--- config.mk ---
export PLATFORM = sky130hd
export DESIGN_NAME = logic_unit_pipe
export DESIGN_NICKNAME = d
export VERILOG_FILES = /design/src/rtl/logic_unit_pipe.sv
export SDC_FILE = /design/constraint.sdc
export NUM_CORES = 1
export LEC_CHECK = 0
export ABC_AREA = 1
export ABC_CLOCK_PERIOD_IN_PS = 2450
export CAP_MARGIN = 20
export CORE_MARGIN = 2
export CORE_UTILIZATION = 45
export CTS_CLUSTER_DIAMETER = 40
export DETAILED_ROUTE_END_ITERATION = 6
export GPL_TIMING_DRIVEN = 0
export PLACE_DENSITY = 0.69
export SYNTH_ARGS = -nofsm -noshare
export SYNTH_HDL_FRONTEND = slang
export SYNTH_SLANG_ARGS = --single-unit
--- constraint.sdc ---
create_clock -name clk -period 2.45 [get_ports clk]
set_input_delay 0.49 -clock clk [delete_from_list [all_inputs] [get_ports clk]]
set_output_delay 0.49 -clock clk [all_outputs]
set_load 0.02 [all_outputs]
--- src/rtl/logic_unit_pipe.sv ---
`default_nettype none
// ============================================================================
//  Module   : logic_unit_pipe
//  Purpose  : Registered WIDTH-bit bitwise logic unit (8 gate functions).
//             Results are held in a 2-entry in-order output queue with
//             valid/ready handshakes on both sides. The unit also provides
//             reduction flags for the head result and a wrapping count of
//             completed output handshakes.
//  Revision : 1.0  initial release
// ============================================================================
module logic_unit_pipe #(
    parameter int WIDTH = 8,
    parameter int CNT_W = 8
) (
    input  logic             clk,
    input  logic             rst_n,
    input  logic             in_valid,
    output logic             in_ready,
    input  logic [2:0]       op,
    input  logic [WIDTH-1:0] a,
    input  logic [WIDTH-1:0] b,
    output logic             out_valid,
    input  logic             out_ready,
    output logic [WIDTH-1:0] y,
    output logic             red_and,
    output logic             red_or,
    output logic             red_xor,
    output logic [CNT_W-1:0] ops_done
);

    localparam logic [2:0] c_OP_AND  = 3'b000;
    localparam logic [2:0] c_OP_OR   = 3'b001;
    localparam logic [2:0] c_OP_XOR  = 3'b010;
    localparam logic [2:0] c_OP_NOTA = 3'b011;
    localparam logic [2:0] c_OP_NAND = 3'b100;
    localparam logic [2:0] c_OP_NOR  = 3'b101;
    localparam logic [2:0] c_OP_XNOR = 3'b110;
    localparam logic [2:0] c_OP_PASS = 3'b111;

    // Queue occupancy; the encoding equals the number of held entries.
    typedef enum logic [1:0] {
        S_EMPTY = 2'd0,
        S_ONE   = 2'd1,
        S_FULL  = 2'd2
    } state_t;

    state_t             state_q, state_d;
    logic [WIDTH-1:0]   head_q,  head_d;
    logic [WIDTH-1:0]   tail_q,  tail_d;
    logic [CNT_W-1:0]   ops_done_q, ops_done_d;

    logic               w_push;
    logic               w_pop;
    logic [WIDTH-1:0]   w_result;
    logic [WIDTH-1:0]   w_y;

    // Handshake qualifiers derive only from registered state, so in_ready
    // never depends combinationally on out_ready.
    assign in_ready  = (state_q != S_FULL);
    assign out_valid = (state_q != S_EMPTY);
    assign w_push    = in_valid & in_ready;
    assign w_pop     = out_valid & out_ready;

    // Bitwise gate function selected by op.
    always_comb begin
        w_result = '0;
        case (op)
            c_OP_AND:  w_result = a & b;
            c_OP_OR:   w_result = a | b;
            c_OP_XOR:  w_result = a ^ b;
            c_OP_NOTA: w_result = ~a;
            c_OP_NAND: w_result = ~(a & b);
            c_OP_NOR:  w_result = ~(a | b);
            c_OP_XNOR: w_result = ~(a ^ b);
            c_OP_PASS: w_result = a;
            default:   w_result = '0;
        endcase
    end

    // Queue next-state: head is the oldest entry; vacated slots are cleared
    // so an empty queue always presents zero.
    always_comb begin
        state_d    = state_q;
        head_d     = head_q;
        tail_d     = tail_q;
        ops_done_d = w_pop ? (ops_done_q + CNT_W'(1)) : ops_done_q;
        case (state_q)
            S_EMPTY: begin
                if (w_push) begin
                    head_d  = w_result;
                    state_d = S_ONE;
                end
            end
            S_ONE: begin
                case ({w_push, w_pop})
                    2'b10: begin
                        tail_d  = w_result;
                        state_d = S_FULL;
                    end
                    2'b01: begin
                        head_d  = '0;
                        state_d = S_EMPTY;
                    end
                    2'b11: begin
                        head_d  = w_result;
                    end
                    default: ;
                endcase
            end
            S_FULL: begin
                if (w_pop) begin
                    head_d  = tail_q;
                    tail_d  = '0;
                    state_d = S_ONE;
                end
            end
            default: begin
                head_d  = '0;
                tail_d  = '0;
                state_d = S_EMPTY;
            end
        endcase
    end

    // State registers with synchronous active-low reset.
    always_ff @(posedge clk) begin
        if (!rst_n) begin
            state_q    <= S_EMPTY;
            head_q     <= '0;
            tail_q     <= '0;
            ops_done_q <= '0;
        end else begin
            state_q    <= state_d;
            head_q     <= head_d;
            tail_q     <= tail_d;
            ops_done_q <= ops_done_d;
        end
    end

    // Head presentation and reductions, forced to zero when the queue is empty.
    always_comb begin
        w_y     = out_valid ? head_q : '0;
        y       = w_y;
        red_and = out_valid & (&w_y);
        red_or  = |w_y;
        red_xor = ^w_y;
    end

    assign ops_done = ops_done_q;

endmodule
`default_nettype wire

==> metrics.txt, run 1 <==
# TYPE chip_impl_metric gauge
chip_impl_metric{name="finalSetupTns",unit="ns"} 0
chip_impl_metric{name="timing.fmax",unit="MHz"} 428
chip_impl_metric{name="yosys.area.top_type_share",unit=""} 0.199
chip_impl_info{name="critical-path-slowest-cell",value="dfxtp_4"} 1
chip_impl_metric{name="synth.yosys.warnings",unit=""} 0
chip_impl_metric{name="synthToLayoutAreaGrowth",unit="%"} 20.8
chip_impl_metric{name="per_cell_routed_wire_length",unit="um"} 12.8
chip_impl_metric{name="worst_slew_pin_slew",unit="ns"} 0.603
chip_impl_info{name="rsz0062_at_grt",value="false"} 1
chip_impl_metric{name="cts_inserted_buffers",unit=""} 3
chip_impl_metric{name="totalWireLength",unit="um"} 6420
chip_impl_metric{name="placement_rows",unit=""} 27
chip_impl_metric{name="register_bit_count_reported_by_yosys",unit=""} 26
chip_impl_metric{name="slew_viol_final",unit=""} 0
chip_impl_info{name="timing.setup.critical_path_class",value="reg -> out"} 1
chip_impl_info{name="synth_largest_area_cell",value="dfxtp_1"} 1
chip_impl_metric{name="floorplan.io_pins",unit=""} 44
chip_impl_metric{name="timing.final.crit_share",unit=""} 0.953
chip_impl_metric{name="fin_hold_viols",unit=""} 0
chip_impl_metric{name="die_outline_area",unit="um2"} 6420
chip_impl_metric{name="clk_pin_slew",unit="ns"} 0.08
chip_impl_metric{name="period_needed",unit="ns"} 2.34
chip_impl_metric{name="dr.first_iter.drc_count",unit=""} 136
chip_impl_metric{name="initial_utilization",unit=""} 0.471
chip_impl_metric{name="synthesized_area_per_cell",unit="um2"} 6.76
chip_impl_metric{name="ir_worst_vdd",unit="mV"} 0.280
chip_impl_metric{name="placed_area",unit="um2"} 3100
chip_impl_metric{name="syn_inst",unit=""} 386
chip_impl_info{name="hp-class",value="reg -> reg"} 1
chip_impl_info{name="status",value="finished, final reports clean"} 1
chip_impl_metric{name="power_density",unit="nW/um2"} 375
chip_impl_metric{name="num-fill-cells",unit=""} 570
chip_impl_metric{name="synth-edff-count",unit=""} 0
chip_impl_metric{name="synthesized_net_count",unit=""} 434
chip_impl_metric{name="number_of_antenna_violations_at_the_first_check_in_global_routing",unit=""} 0
chip_impl_metric{name="seq_area",unit="um2"} 528
chip_impl_metric{name="clock_sinks",unit=""} 26
chip_impl_metric{name="yosys.cell_types.count",unit=""} 33
chip_impl_metric{name="insertion_delay",unit="ns"} 0.27
chip_impl_metric{name="postCtsSetupRepairBufs",unit=""} 0
chip_impl_metric{name="cap_viol_max_count",unit=""} 0
chip_impl_metric{name="max_slew_margin",unit=""} 0.598
chip_impl_metric{name="post_synth_arst_share",unit=""} 0
chip_impl_metric{name="antenna_cells_inserted",unit=""} 0
chip_impl_metric{name="critical_path_max_stage_delay",unit="ns"} 0.38
chip_impl_metric{name="pwr-share-seq",unit=""} 0.401
chip_impl_metric{name="internal_power",unit="uW"} 752
chip_impl_metric{name="timing.clock.skew",unit="ns"} 0.00200
chip_impl_metric{name="netSwitchingPower",unit="uW"} 431
chip_impl_info{name="synth.top_cells.by_area",value="dfxtp_1 20%, nand2_1 13%, ha_1 12%"} 1
chip_impl_metric{name="gpl.final_weighted_congestion",unit=""} 0.894
chip_impl_metric{name="cts_max_path_buffers",unit=""} 2
chip_impl_metric{name="critical_path.max_fanout",unit=""} 10
chip_impl_metric{name="fin_area",unit="um2"} 3150
chip_impl_metric{name="multiInputGateArea",unit="um2"} 1730
chip_impl_info{name="tritoncts_clock_tree",value="built"} 1
chip_impl_metric{name="switching_share",unit=""} 0.364
chip_impl_metric{name="antenna_violating_nets_post_route",unit=""} 0
chip_impl_info{name="cts.root.buffer_cell",value="clkbuf_8"} 1
chip_impl_metric{name="groute.usage.overall",unit=""} 0.210
chip_impl_metric{name="grt.overflow.total",unit=""} 0
chip_impl_info{name="synth-main-ff-cell",value="dfxtp_1"} 1
chip_impl_metric{name="first_pass_iters",unit=""} 4
chip_impl_metric{name="report.final.setup_viol",unit=""} 0
chip_impl_metric{name="route.detailed.vias_per_inst",unit=""} 5.25
chip_impl_info{name="timing.critical_path.from_type",value="register"} 1
chip_impl_metric{name="cts_max_level",unit=""} 1
chip_impl_metric{name="final_net_count",unit=""} 479
chip_impl_metric{name="buffer_ports.inserted",unit=""} 40
chip_impl_metric{name="post-dp-hpwl",unit="um"} 4950
chip_impl_metric{name="power.share.clock",unit=""} 0.201
chip_impl_metric{name="worst_ep_arrival",unit="ns"} 1.85
chip_impl_metric{name="timing.critical_path.buf_inv",unit=""} 3
chip_impl_metric{name="first_global_vias",unit=""} 2422
chip_impl_metric{name="num_vias",unit=""} 2629
chip_impl_metric{name="worst_ep_required_time",unit="ns"} 1.96
chip_impl_info{name="critical_path_cell_by_cell",value="nor2_4, inv_2, buf_6, nand2_1, ha_1, xor2_1, xnor2_1, buf_4"} 1
chip_impl_metric{name="synth-seq-area-share",unit=""} 0.199
chip_impl_metric{name="power.share.combinational",unit=""} 0.399
chip_impl_info{name="worstSetupEndpointType",value="output pin"} 1
chip_impl_metric{name="fp.coreArea",unit="um2"} 5540
chip_impl_metric{name="largest_net_degree_at_the_start_of_global_routing",unit=""} 14
chip_impl_metric{name="drc",unit=""} 0
chip_impl_metric{name="first_pass_grt_wire_length",unit="um"} 10900
chip_impl_metric{name="total_leakage_power",unit="uW"} 0.00152
chip_impl_metric{name="die_width",unit="um"} 80.2
chip_impl_metric{name="cts-hold-fix-buffers",unit=""} 0
chip_impl_info{name="critPathTopFamily",value="flip-flops"} 1
chip_impl_metric{name="netlist_area",unit="um2"} 2610
chip_impl_metric{name="drive_above_1_share",unit=""} 0.142
chip_impl_metric{name="fp.dieH",unit="um"} 80.2
[cells in the mapped netlist (7+ instances only)]
library cell  count
nand4_1          38
nor2_4            8
nand2_1          91
nor2_1           23
inv_2             7
a21oi_2           9
nand3_1          35
a21oi_1          12
buf_6             8
inv_1            50
dfxtp_1          26
o21ai_0          10
ha_1             25
[worst min-delay path, stage by stage, from the launching register on]
cell     delay (ns)
dfxtp_1        0.31
inv_1          0.06
a21oi_1        0.05
[path summary, 6_finish.rpt]
kind	cells after the start	end	slack, ns	start
setup / recovery	8	red_xor	0.11	state_q[0]
hold / removal	2	ops_done[7]	0.47	ops_done[7]
hold reg to reg	2	ops_done[7]	0.47	ops_done[7]
setup reg to reg	6	head_q[2]	0.88	state_q[0]
[state kept, by name, indices dropped and copies added, names as in the netlist]
signal,cells
head_q,8
state_q,2
tail_q,8
ops_done,8
[power groups by stage]
stage / Combinational [uW] / Clock (uW) / Sequential (uW)
after floorplan: 320 / 0 / 484
after global placement: 462 / 0 / 484
after detailed placement: 470 / 0 / 484
after CTS: 467 / 245 / 475
after global routing: 523 / 271 / 479
final: 472 / 237 / 474
[cells by family (layout without fill, tap and decap cells)]
family                     Yosys count  after routing  synth area share
adders and majority gates           25             25             0.120
DFF                                 26             26             0.199
and+or+nand+nor                    215            215             0.423
AOI/OAI and AO/OA                   40             40             0.100
buffers and inverters               75            118             0.140
xor gates and xnor gates             5              5            0.0168
[metrics by stage]
stage | setup slack, ns | total power [uW] | utilization | cells | hold slack, ns
2_1_floorplan | 0.287 | 804 | - | 386 | 0.445
3_3_place_gp | -0.149 | 946 | 0.560 | 498 | 0.454
3_5_place_dp | -0.148 | 954 | 0.560 | 498 | 0.464
4_1_cts | -0.0684 | 1190 | 0.567 | 501 | 0.475
5_1_grt | 0.00456 | 1270 | 0.569 | 501 | 0.505
6_report | 0.114 | 1180 | 0.569 | 501 | 0.469
[layout by cell type, fill, tap and decap left out, types with 2 or more instances in the layout]
cell type	count
nor2_1	23
nand3b_1	5
nor2_2	2
nand3_1	35
buf_6	8
nand2_2	2
buf_1	2
clkdlybuf4s50_1	37
inv_1	50
dfxtp_1	24
nand4_1	38
inv_2	7
xor2_1	3
a21oi_2	9
dfxtp_4	2
nor2_4	8
nand2_1	91
nor3_1	2
o21ai_1	3
o21ai_2	3
clkbuf_8	3
a21oi_1	12
o21ai_0	10
buf_4	7
nand3_2	4
ha_1	25
a211oi_1	2
[repair_timing]
action | CTS | global route
pin swaps | 0 | 1
hold endpoints to repair | 0 | 0
gates resized for setup | 6 | 8
endpoints found under the setup margin | 3 | 2
[metal layers]
metal | global-route usage | vias up | share of wire
li1 | - | 1362 | -
met1 | 0.295 | 1180 | 0.48
met2 | 0.333 | 78 | 0.46
met3 | 0.0281 | 9 | 0.051
met4 | 0.0661 | 0 | 0.014
met5 | 0 | - | 0
[layout make-up]
cell class,instances,area share
multi-input combinational,285,0.549
buffer,17,0.0464
tap,72,0.0286
sequential,26,0.167
clock buffer,3,0.0131
inverter,58,0.0698
timing repair buffer,40,0.126
Note: power is estimated with default switching activity, not from simulation.
==> run 2, diff against run 1 <==
--- a/config.mk
+++ b/config.mk
@@ -14,6 +14,7 @@
 export DETAILED_ROUTE_END_ITERATION = 6
 export GPL_TIMING_DRIVEN = 0
 export PLACE_DENSITY = 0.69
+export RECOVER_POWER = 50
 export SYNTH_ARGS = -nofsm -noshare
 export SYNTH_HDL_FRONTEND = slang
 export SYNTH_SLANG_ARGS = --single-unit
==> run 2 against run 1 <==
Utilization is 0.63 points lower. Non-clock buffer count is the same. Clock skew grew 0.0013 ns. Largest power group unchanged. Worst hold slack lost 0.0033 ns. Critical path type unchanged. Maximum frequency is 1.6% higher.
==> metrics.txt, run 2 (synthesized netlist as in run 1, its figures left out) <==
# TYPE chip_impl_metric gauge
chip_impl_info{name="status",value="finished, final reports clean"} 1
chip_impl_metric{name="die_outline_area",unit="um2"} 6420
chip_impl_metric{name="gpl.final_weighted_congestion",unit=""} 0.894
chip_impl_metric{name="cts_inserted_buffers",unit=""} 3
chip_impl_metric{name="cts_max_level",unit=""} 1
chip_impl_info{name="rsz0062_at_grt",value="false"} 1
chip_impl_metric{name="worst_ep_arrival",unit="ns"} 1.81
chip_impl_metric{name="critical_path_depth",unit=""} 8
chip_impl_info{name="critPathTopFamily",value="flip-flops"} 1
chip_impl_metric{name="power_density",unit="nW/um2"} 376
chip_impl_metric{name="first_pass_grt_wire_length",unit="um"} 10900
chip_impl_info{name="timing.setup.critical_path_class",value="reg -> out"} 1
chip_impl_metric{name="number_of_antenna_violations_at_the_first_check_in_global_routing",unit=""} 0
chip_impl_info{name="worstSetupEndpointType",value="output pin"} 1
chip_impl_metric{name="ir_worst_vdd",unit="mV"} 0.299
chip_impl_metric{name="final_net_count",unit=""} 479
chip_impl_info{name="critical-path-slowest-cell",value="dfxtp_4"} 1
chip_impl_info{name="hp-class",value="reg -> reg"} 1
chip_impl_metric{name="die_width",unit="um"} 80.2
chip_impl_metric{name="fin_hold_viols",unit=""} 0
chip_impl_metric{name="critical_path_max_stage_delay",unit="ns"} 0.38
chip_impl_metric{name="insertion_delay",unit="ns"} 0.27
chip_impl_metric{name="post-dp-hpwl",unit="um"} 4950
chip_impl_info{name="cts.root.buffer_cell",value="clkbuf_8"} 1
chip_impl_metric{name="cts-hold-fix-buffers",unit=""} 0
chip_impl_metric{name="seq_area",unit="um2"} 528
chip_impl_metric{name="fin_ws",unit="ns"} 0.152
chip_impl_metric{name="route.detailed.vias_per_inst",unit=""} 5.28
chip_impl_info{name="tritoncts_clock_tree",value="built"} 1
chip_impl_metric{name="groute.usage.overall",unit=""} 0.210
chip_impl_metric{name="hold_path_depth",unit=""} 2
chip_impl_metric{name="slew_viol_final",unit=""} 0
chip_impl_metric{name="synthToLayoutAreaGrowth",unit="%"} 19.5
chip_impl_metric{name="antenna_cells_inserted",unit=""} 0
chip_impl_metric{name="worst_ep_required_time",unit="ns"} 1.96
chip_impl_info{name="critical_path_cell_by_cell",value="nor2_4, inv_2, buf_6, nand2_1, ha_1, xor2_1, xnor2_1, buf_4"} 1
chip_impl_metric{name="grt.overflow.total",unit=""} 0
chip_impl_metric{name="largest_net_degree_at_the_start_of_global_routing",unit=""} 14
chip_impl_metric{name="placement_rows",unit=""} 27
chip_impl_metric{name="initial_utilization",unit=""} 0.471
chip_impl_metric{name="first_pass_iters",unit=""} 5
chip_impl_metric{name="timing.critical_path.buf_inv",unit=""} 3
chip_impl_metric{name="clk_pin_slew",unit="ns"} 0.08
chip_impl_metric{name="total_leakage_power",unit="uW"} 0.00154
chip_impl_metric{name="report.final.setup_viol",unit=""} 0
chip_impl_metric{name="timing.reg2reg.worst_path_depth",unit=""} 8
chip_impl_metric{name="drive_above_1_share",unit=""} 0.126
chip_impl_metric{name="multiInputGateArea",unit="um2"} 1700
chip_impl_metric{name="period_needed",unit="ns"} 2.30
chip_impl_metric{name="buffer_ports.inserted",unit=""} 40
chip_impl_metric{name="num-fill-cells",unit=""} 576
chip_impl_metric{name="dr.first_iter.drc_count",unit=""} 146
chip_impl_info{name="layout_commonest_cell",value="nand2_1"} 1
chip_impl_metric{name="timing.clock.skew",unit="ns"} 0.00329
chip_impl_metric{name="clock_sinks",unit=""} 26
chip_impl_metric{name="drc",unit=""} 0
chip_impl_metric{name="floorplan.io_pins",unit=""} 44
chip_impl_metric{name="critical_path.max_fanout",unit=""} 10
chip_impl_metric{name="fp.dieH",unit="um"} 80.2
chip_impl_metric{name="timing.fmax",unit="MHz"} 435
chip_impl_metric{name="fp.coreArea",unit="um2"} 5540
chip_impl_metric{name="first_global_vias",unit=""} 2422
chip_impl_info{name="timing.critical_path.from_type",value="register"} 1
chip_impl_metric{name="cap_viol_max_count",unit=""} 0
chip_impl_metric{name="total_power",unit="uW"} 1170
chip_impl_metric{name="worst_slew_pin_slew",unit="ns"} 0.602
chip_impl_metric{name="max_slew_margin",unit=""} 0.599
chip_impl_metric{name="timing.final.crit_share",unit=""} 0.938
chip_impl_metric{name="cts_max_path_buffers",unit=""} 2
chip_impl_metric{name="per_cell_routed_wire_length",unit="um"} 12.9
chip_impl_info{name="mostFrequentLayoutCells",value="91 x nand2_1, 51 x inv_1, 38 x nand4_1"} 1
chip_impl_metric{name="placement.setup.worst_slack",unit="ns"} -0.148
chip_impl_metric{name="antenna_violating_nets_post_route",unit=""} 0
chip_impl_metric{name="totalWireLength",unit="um"} 6490
chip_impl_metric{name="num_vias",unit=""} 2646
[run 2: cell count changes in the layout (fill, tap and decap cells not counted), sizes merged]
cell / delta
clkdlybuf4s50: -10
buf: -1
clkbuf: +1
dlygate4sd3: +10
[run 2: layout make-up]
class,count,share of cell area
Timing Repair Buffer,40,0.127
Multi-Input combinational cell,285,0.546
Tap cell,72,0.0289
Clock buffer,3,0.0132
Inverter,58,0.0706
Sequential cell,26,0.169
Buffer,17,0.0449
[run 2: timing repair]
action,4_1_cts,5_1_grt
setup endpoints to repair,3,2
gates resized for setup,6,8
pin swaps,0,1
setup buffers,0,0
cloned,0,0
[run 2: path summary, 6_finish.rpt]
path                    start           to  slack, ns
setup reg to reg   state_q[0]    tail_q[5]       0.77
setup / recovery   state_q[0]      red_xor       0.15
hold reg to reg   ops_done[7]  ops_done[7]       0.47
hold / removal    ops_done[7]  ops_done[7]       0.47
[run 2: power by group]
part / internal (uW) / switching [uW] / total (uW) / leakage (uW)
Combinational: 182 / 281 / 464 / 0.00131
Sequential: 454 / 20.0 / 474 / 0.000214
Clock: 110 / 126 / 236 / 0.0000216
[run 2: tightest hold or removal path, stage by stage (launching register included)]
cell and delay [ns]:
dfxtp_1 0.31, inv_1 0.06, a21oi_1 0.05
[run 2: per-stage QoR]
stage | instances | setup TNS (ns) | util | hold slack [ns] | cell area (um2)
after floorplan | 386 | 0 | - | 0.445 | 2610
after global placement | 498 | -0.149 | 0.560 | 0.454 | 3100
after detailed placement | 498 | -0.148 | 0.560 | 0.464 | 3100
after CTS | 501 | -0.0684 | 0.567 | 0.475 | 3140
after global routing | 501 | 0 | 0.563 | 0.505 | 3120
final | 501 | 0 | 0.563 | 0.466 | 3120
[run 2: per-layer routing]
metal / GRT usage / vias up / part of all wire
met3: 0.0281 / 4 / 0.049
met1: 0.295 / 1199 / 0.47
li1: - / 1367 / -
met2: 0.333 / 76 / 0.47
met4: 0.0661 / 0 / 0.0071
met5: 0 / - / 0
==> run 3, diff against run 2 <==
--- a/config.mk
+++ b/config.mk
@@ -15,6 +15,7 @@
 export GPL_TIMING_DRIVEN = 0
 export PLACE_DENSITY = 0.69
 export RECOVER_POWER = 50
+export SLEW_MARGIN = 30
 export SYNTH_ARGS = -nofsm -noshare
 export SYNTH_HDL_FRONTEND = slang
 export SYNTH_SLANG_ARGS = --single-unit
==> results of run 3 <==
Same layout as run 2: the final DEF is identical, and so are final timing and power.
